**config.mk**
```make
export PLATFORM = sky130hd
export DESIGN_NAME = a2d_scan_sched
export DESIGN_NICKNAME = d
export VERILOG_FILES = /design/src/rtl/a2d_scan_sched.sv
export SDC_FILE = /design/constraint.sdc
export NUM_CORES = 1
export LEC_CHECK = 0
export ABC_AREA = 1
export ABC_CLOCK_PERIOD_IN_PS = 3600
export BUFFER_PORTS_ARGS = -buffer_cell sky130_fd_sc_hd__buf_2
export CORE_MARGIN = 8
export CORE_UTILIZATION = 60
export DETAILED_ROUTE_END_ITERATION = 16
export MAX_ROUTING_LAYER = met4
export PLACE_DENSITY = 0.85
export SLEW_MARGIN = 20
export SYNTH_ARGS = -nofsm -noshare
export SYNTH_HDL_FRONTEND = slang
export SYNTH_SLANG_ARGS = --single-unit
export TNS_END_PERCENT = 30
```
**constraint.sdc**
```tcl
create_clock -name clk -period 3.6 [get_ports clk]
set_input_delay 0.18 -clock clk [delete_from_list [all_inputs] [get_ports clk]]
set_output_delay 0.18 -clock clk [all_outputs]
set_load 0.05 [all_outputs]
```
**src/rtl/a2d_scan_sched.sv**
```systemverilog
// Autonomous ADC128S scan scheduler: each period it walks the enabled channels in
// ascending order (prime + real conversion per channel) and fills an 8-entry bank.
module a2d_scan_sched #(
  parameter int PERIOD = 20000,
  parameter int TMO    = 2047,
  parameter bit INVERT = 1'b1
) (
  input  logic        clk,
  input  logic        rst_n,
  input  logic        en,
  input  logic [7:0]  ch_mask,
  output logic        strt_cnv,
  output logic [2:0]  chnnl,
  input  logic        cnv_cmplt,
  input  logic [11:0] res,
  input  logic [2:0]  rd_chnl,
  output logic [11:0] rd_data,
  output logic [7:0]  ch_vld,
  output logic        rnd_done,
  output logic        busy,
  output logic        tmo_err,
  output logic        overrun
);

  localparam int PW = (PERIOD > 2) ? $clog2(PERIOD) : 1;
  localparam int TW = (TMO > 1) ? $clog2(TMO + 1) : 1;

  typedef enum logic [2:0] {
    IDLE, WAIT_TMR, PRIME_STRT, PRIME_WAIT, CNV_STRT, CNV_WAIT, STORE
  } state_t;

  state_t             state_q, state_d;
  logic [PW-1:0]      per_q, per_d;
  logic [TW-1:0]      wdog_q, wdog_d;
  logic [2:0]         cur_q, cur_d;
  logic [7:0]         mask_q, mask_d;
  logic [2:0]         chnnl_q, chnnl_d;
  logic               strt_q, strt_d;
  logic               rnd_q, rnd_d;
  logic               tmo_q, tmo_d;
  logic               ovr_q, ovr_d;
  logic [7:0]         vld_q, vld_d;
  logic               cmplt_q;
  logic signed [11:0] bank_q [8];

  logic               tick;
  logic               busy_w;
  logic               cmplt_rise;
  logic               advance;
  logic               wr_en;
  logic [3:0]         first_ch;
  logic [3:0]         nxt_ch;

  // Returns {found, index} of the lowest set bit of m at or above position from.
  function automatic logic [3:0] next_set(input logic [7:0] m, input logic [3:0] from);
    logic [3:0] r;
    r = 4'b0;
    for (int i = 7; i >= 0; i--) begin
      if (m[i] && (i >= int'(from))) r = {1'b1, 3'(i)};
    end
    return r;
  endfunction

  // The ADC128S analog front end is inverting, so the raw code is optionally flipped.
  function automatic logic signed [11:0] store_val(input logic [11:0] r);
    return INVERT ? $signed(~r) : $signed(r);
  endfunction

  assign tick       = (per_q == PW'(PERIOD - 1));
  assign busy_w     = !((state_q == IDLE) || (state_q == WAIT_TMR));
  assign cmplt_rise = cnv_cmplt & ~cmplt_q;
  assign first_ch   = next_set(ch_mask, 4'd0);
  assign nxt_ch     = next_set(mask_q, {1'b0, cur_q} + 4'd1);

  always_comb begin
    state_d = state_q;
    per_d   = (!en || tick) ? '0 : per_q + PW'(1);
    wdog_d  = wdog_q;
    cur_d   = cur_q;
    mask_d  = mask_q;
    chnnl_d = chnnl_q;
    strt_d  = 1'b0;
    rnd_d   = 1'b0;
    tmo_d   = tmo_q;
    ovr_d   = ovr_q | (tick & busy_w);
    vld_d   = vld_q;
    advance = 1'b0;
    wr_en   = 1'b0;

    case (state_q)
      IDLE: begin
        if (en) state_d = WAIT_TMR;
      end
      WAIT_TMR: begin
        if (!en) begin
          state_d = IDLE;
        end else if (tick) begin
          if (first_ch[3]) begin
            cur_d   = first_ch[2:0];
            mask_d  = ch_mask;
            state_d = PRIME_STRT;
          end else begin
            rnd_d = 1'b1;
          end
        end
      end
      PRIME_STRT, CNV_STRT: begin
        strt_d  = 1'b1;
        chnnl_d = cur_q;
        wdog_d  = '0;
        state_d = (state_q == PRIME_STRT) ? PRIME_WAIT : CNV_WAIT;
      end
      PRIME_WAIT, CNV_WAIT: begin
        if (cmplt_rise) begin
          state_d = (state_q == PRIME_WAIT) ? CNV_STRT : STORE;
        end else if (wdog_q == TW'(TMO)) begin
          tmo_d   = 1'b1;
          advance = 1'b1;
        end else begin
          wdog_d = wdog_q + TW'(1);
        end
      end
      STORE: begin
        wr_en        = 1'b1;
        vld_d[cur_q] = 1'b1;
        advance      = 1'b1;
      end
      default: state_d = IDLE;
    endcase

    // A timeout skips the channel exactly like a completed store, minus the write.
    if (advance) begin
      if (nxt_ch[3]) begin
        cur_d   = nxt_ch[2:0];
        state_d = PRIME_STRT;
      end else begin
        rnd_d   = 1'b1;
        state_d = en ? WAIT_TMR : IDLE;
      end
    end
  end

  always_ff @(posedge clk or negedge rst_n) begin
    if (!rst_n) begin
      state_q <= IDLE;
      per_q   <= '0;
      wdog_q  <= '0;
      cur_q   <= '0;
      mask_q  <= '0;
      chnnl_q <= '0;
      strt_q  <= 1'b0;
      rnd_q   <= 1'b0;
      tmo_q   <= 1'b0;
      ovr_q   <= 1'b0;
      vld_q   <= '0;
      cmplt_q <= 1'b0;
    end else begin
      state_q <= state_d;
      per_q   <= per_d;
      wdog_q  <= wdog_d;
      cur_q   <= cur_d;
      mask_q  <= mask_d;
      chnnl_q <= chnnl_d;
      strt_q  <= strt_d;
      rnd_q   <= rnd_d;
      tmo_q   <= tmo_d;
      ovr_q   <= ovr_d;
      vld_q   <= vld_d;
      cmplt_q <= cnv_cmplt;
    end
  end

  always_ff @(posedge clk or negedge rst_n) begin
    if (!rst_n) begin
      for (int i = 0; i < 8; i++) bank_q[i] <= '0;
    end else if (wr_en) begin
      bank_q[cur_q] <= store_val(res);
    end
  end

  assign strt_cnv = strt_q;
  assign chnnl    = chnnl_q;
  assign rd_data  = bank_q[rd_chnl];
  assign ch_vld   = vld_q;
  assign rnd_done = rnd_q;
  assign busy     = busy_w;
  assign tmo_err  = tmo_q;
  assign overrun  = ovr_q;

endmodule

```
# Word-level counts from Yosys, hierarchy flattened
# Index checks and enable logic that the tools add are counted.
[word_totals] reg_bits=152 in_bits=27 out_inout_bits=28 elab_cells=138
[classes] addsub=3 n_lt_le_gt_ge=13 n_eq_ne=15 n_mux=56 bitwise=9 n_reduce_logical=22
[ops] operator="bitwise mux 96 bit" count=1
[ops] operator="two-way mux 4 bit" count=16
[ops] operator="two-way mux 3 bit" count=13
[ops] operator="binary-select mux 12 bit (select 3 bit)" count=1
[ops] operator="demux 12 bit (select 3 bit)" count=1
[ops] operator="two-way mux 12 bit" count=3
[ops] operator="two-way mux 11 bit" count=2
[ops] operator="case mux 11 bit (2 select lines)" count=1
[ops] operator="greater-or-equal comparator 3 x 4 -> 1 bit, first input constant" count=4
[ops] operator="adder 15 x 1 -> 15 bit, second input constant" count=1
[ops] operator="== test 15 bit, second input constant" count=1
[ops] operator="two-way mux 15 bit" count=1
[ops] operator="case mux 3 bit (5 select lines)" count=1
[ops] operator="two-way mux 1 bit" count=12
[ops] operator="inverter 12 bit" count=1
[ops] operator="adder 11 x 1 -> 11 bit, second input constant" count=1
[ops] operator="== test 11 bit, second input constant" count=1
[ops] operator="logical AND 1 bit" count=10
[ops] operator="== test 3 bit, second input constant" count=3
[ops] operator="greater-or-equal comparator 1 x 4 -> 1 bit, first input constant" count=2
[ops] operator="greater-or-equal comparator 2 x 4 -> 1 bit, first input constant" count=2
[ops] operator="greater-or-equal comparator 4 bit, second input constant" count=2
[ops] operator="!= test 4 bit, second input constant" count=2
[ops] operator="inverter 3 -> 4 bit" count=2
[ops] operator="other kinds (23)" count=34

# Depth between registers and ports, before layout
[depth] word_depth=14 mapped_depth=14 depth_no_buf=14

# Least setup slack after synthesis
# Ideal clock, no wire load.
[synth_path] path_type="in2out" startpoint="in rd_chnl[0]" endpoint="out rd_data[10]" t_arrival_ps=1731 required_time_ps=3420 setup_slack_ps=1689 stages=7 n_path_buf=2 path_cell_list="inv_1 buf_2 clkbuf_1 o21ai_0 o22ai_1 nor2_1 a31oi_1"
[synth_between] elab_chain_cells=4
[synth_rtl] element="start, declared" line_no="16" rtl="input logic [2:0] rd_chnl,"
[synth_rtl] element="inverter 3 -> 4 bit (implied by the code)" line_no="183" rtl="assign rd_data = bank_q[rd_chnl];"
[synth_rtl] element="binary-select mux 12 bit (select 3 bit)" line_no="183"
[synth_rtl] element="two-way mux 12 bit (implied by the code) (2 in a row)" line_no="183"
[synth_rtl] element="end, declared" line_no="17" rtl="output logic [11:0] rd_data,"
# No other way between the ends. The select of a mux whose other input is x is not followed.

# Final worst setup path
[layout_path] startpoint="in rd_chnl[1]" endpoint="out rd_data[11]"
# The elaborated chain is that of the path after synthesis.

==> metrics.md <==
| Metric | Value |
|---|---|
| Status | finished clean |
| Via-to-Cell Ratio | 5.73 |
| Cells after synthesis | approximately 890 |
| Comb power frac | 0.161 |
| Register bit count reported by yosys | 152 |
| Initial core utilization | 0.607 |
| Tot GR Track Use | 0.234 |
| Count of flip-flops with a built-in enable after synthesis | 0 |
| Power Dens Cells | roughly 550 nW/um^2 |
| Crit path time final | about 2.4 ns |
| DR iter-0 viols | 604 |
| Hold path start | ch_mask[7] |
| Crit start category | input pin |
| Top FF cell, synth | dfrtp_1 |
| WHS Endpoint | mask_q[7] |
| Worst hold path depth | 3 |
| Core area | 11900 sq um |
| HP Class | input pin to flip-flop |
| Num ports | 55 |
| Max incr delay on CP | 0.65 ns |
| Height of the die | 126 microns |
| Share of layout cells above drive strength 1 | 0.126 |
| Worst R2R Path Depth | 4 |
| # setup viols final | 0 |
| Syn Nets | 917 |
| Synth-to-Final Area Change | 13.8% |
| Avg Cell Area, Syn | 8.13 sq um |
| Clock transition at the registers of the reported paths | roughly 0.06 ns |
| DP Cell Count | 1059 |
| Area of the die | 15800 sq um |
| Internal power | 3.23 mW |
| Final Cycle Share | 0.666 |
| Setup bufs post-CTS | 0 |
| Wire per inst | about 16 microns |
| Critical R2R Capture | bank_q[71] |
| Layout Skew | 0.00476 ns |
| Relative slew slack | 0.242 |
| Crit-path slowest cell | inv_1 |
| CTS sink count | 152 |
| CTS tree | done |
| RSZ-0062 raised after global routing | no |
| Clock Tree Root | clkbuf_16 |
| Drt pass-1 iters | 6 |
| Final layout net count | about 970 |
| Clk buf depth | 2 |
| Synthesized cell area | 7200 sq um |
| Diode count | 0 |
| Die W | 126 microns |
| Reg2reg setup slack | 1.22 ns |
| Final setup TNS | 0 ns |
| Setup CP Type | input pin to output pin |
| Reg power frac | 0.424 |
| CP Max Fanout | 25 |
| CTS buffer count | 17 |
| Static leakage | 4.01 nW |
| Post-route antenna net violation count | 0 |
| Global-route wire length before repair | slightly below 30000 microns |
| Endpoints failing hold | 0 |
| Clk_lat worst skew | 0.42 ns |
| H-tree Lvls | 4 |
| Yosys Warn Count | 0 |
| Fmax | between 400 and 500 MHz |
| GRT overflow | 0 |
| Max-slew violations | 0 |
| Clk pwr share | 0.415 |
| Max VDD drop | 0.000381 V |
| Rows | 40 |
| HPWL Detailed | roughly 11000 microns |
| Sw power | 1.30 mW |
| Vias in the first global route | between 6000 and 7000 |
| Worst Setup End Kind | output pin |
| Post-Route WL | roughly 17000 microns |
| IO Port Bufs | 54 |
| Max Cap Viol | 0 |
| GP Congestion | between 0.8 and 0.9 |
| Register area share after synthesis | 0.528 |
| R2R Path Start | state_q[2] |
| Most frequent cells in the layout | 195 x nand2_1, 152 x dfrtp_1, 149 x o21ai_0 |
| DR vias | about 6300 |
| Worst-margin pin slew | between 1 and 1.5 ns |
| Critical path, cell by cell | buf_2, inv_1, o21ai_0, o22ai_1, nor2_1, a31oi_1, buf_2 |
| Crit path top cell by count | buf_2 |
| Asr flop ratio synth | 1.00 |
| Most common cell after layout, fill and taps aside | nand2_1 |
| Sw Ratio | 0.287 |
| Distinct cells, synth | just over 40 |
| Critical path data required time | 3.42 ns |
| Antenna violations before repair | 0 |
| Finished Layout Cells | 1093 |
| DRC | 0 |
| CP Data Arrival Time | around 2.2 ns |
| Largest net degree at the start of global routing | between 100 and 150 |
-- flip-flops by register name, indices dropped and copies added, names as in the netlist, 3 cells and up --
name,flops
bank_q,96
per_q,15
wdog_q,11
ch_vld,8
mask_q,8
chnnl,3
cur_q,3
state_q,3
-- cell families (layout without fill, tap and decap cells) --
| family | count (synthesis) | count (layout) | share of synthesized area |
|---|---|---|---|
| simple gates | 403 | 403 | 0.238 |
| compound gates | 216 | 216 | 0.160 |
| flops | 152 | 152 | 0.528 |
| buf+inv | 108 | 169 | 0.0631 |
| fa+ha+maj | 5 | 5 | 0.00869 |
| xor+xnor | 1 | 1 | 0.00122 |
-- synthesized netlist by cell type, drive strengths merged, types with 3 or more instances --
| library cell | instances | area share |
|---|---|---|
| nor4 | 3 | 0.0026 |
| nor3 | 13 | 0.0097 |
| inv | 70 | 0.037 |
| ha | 5 | 0.0087 |
| a21oi | 16 | 0.012 |
| dfrtp | 152 | 0.53 |
| nand2 | 201 | 0.11 |
| nand3 | 39 | 0.030 |
| nand4 | 17 | 0.015 |
| o21ai | 166 | 0.12 |
| buf | 18 | 0.015 |
| a31oi | 14 | 0.012 |
| nor2 | 126 | 0.069 |
| o22ai | 12 | 0.010 |
| clkbuf | 20 | 0.012 |
-- power groups by stage --
stage                     registers, mW  clock network [mW]  logic (mW)
after floorplan                    1.97                   0       0.495
after global placement             1.94                   0       0.696
after detailed placement           1.95                   0       0.718
after CTS                          1.92                1.90       0.728
after global routing               1.93                1.96       0.808
final                              1.92                1.88       0.728
-- how the worst max path moves through the flow --
stage                    start  slack [ns]          end  depth (start not counted)
floorplan           rd_chnl[0]        1.69  rd_data[10]                          7
global placement    rd_chnl[1]        1.40   rd_data[4]                          7
detailed placement  rd_chnl[1]        1.35   rd_data[4]                          7
CTS                 rd_chnl[1]        1.23  rd_data[11]                          7
global route        state_q[2]        1.04   bank_q[68]                          4
finish              rd_chnl[1]        1.20  rd_data[11]                          7
-- per-layer routing --
metal | global-route usage | vias up | part of all wire
li1 | - | 3035 | -
met1 | 0.302 | 2993 | 0.44
met2 | 0.362 | 212 | 0.48
met3 | 0.0433 | 23 | 0.065
met4 | 0.0845 | 0 | 0.014
met5 | - | - | 0
-- metrics by stage --
step                worst slack (ns)  hold WS (ns)  area [sq um]   util  total power [mW]
floorplan                       1.69        -0.116          7200      -              2.47
global placement                1.40         0.304          7550  0.636              2.64
detailed placement              1.35         0.306          7550  0.636              2.66
CTS                             1.23        0.0202          8190  0.691              4.54
global route                    1.04        0.0452          8190  0.691              4.70
finish                          1.20        0.0333          8190  0.691              4.53
-- final cells by class --
class,instances,area (sq um)
clock inverter,8,143
multi-input combinational,625,2940
tap,147,184
clock buffer,24,482
sequential,152,3800
fill,912,3670
inverter,70,263
timing repair buffer,67,379
-- critical path: cells and delay by family --
kind            cells  cell delay, ns
buf+inv             3            1.26
compound gates      3            0.71
simple gates        1            0.07
-- what timing repair did --
item                                   4_1_cts  5_1_grt
endpoints found under the hold margin      101        0
setup endpoints to repair                    0        0
gates resized for setup                      0        0
hold buffers                                 2        0
Note: power is estimated with default switching activity, not from simulation.
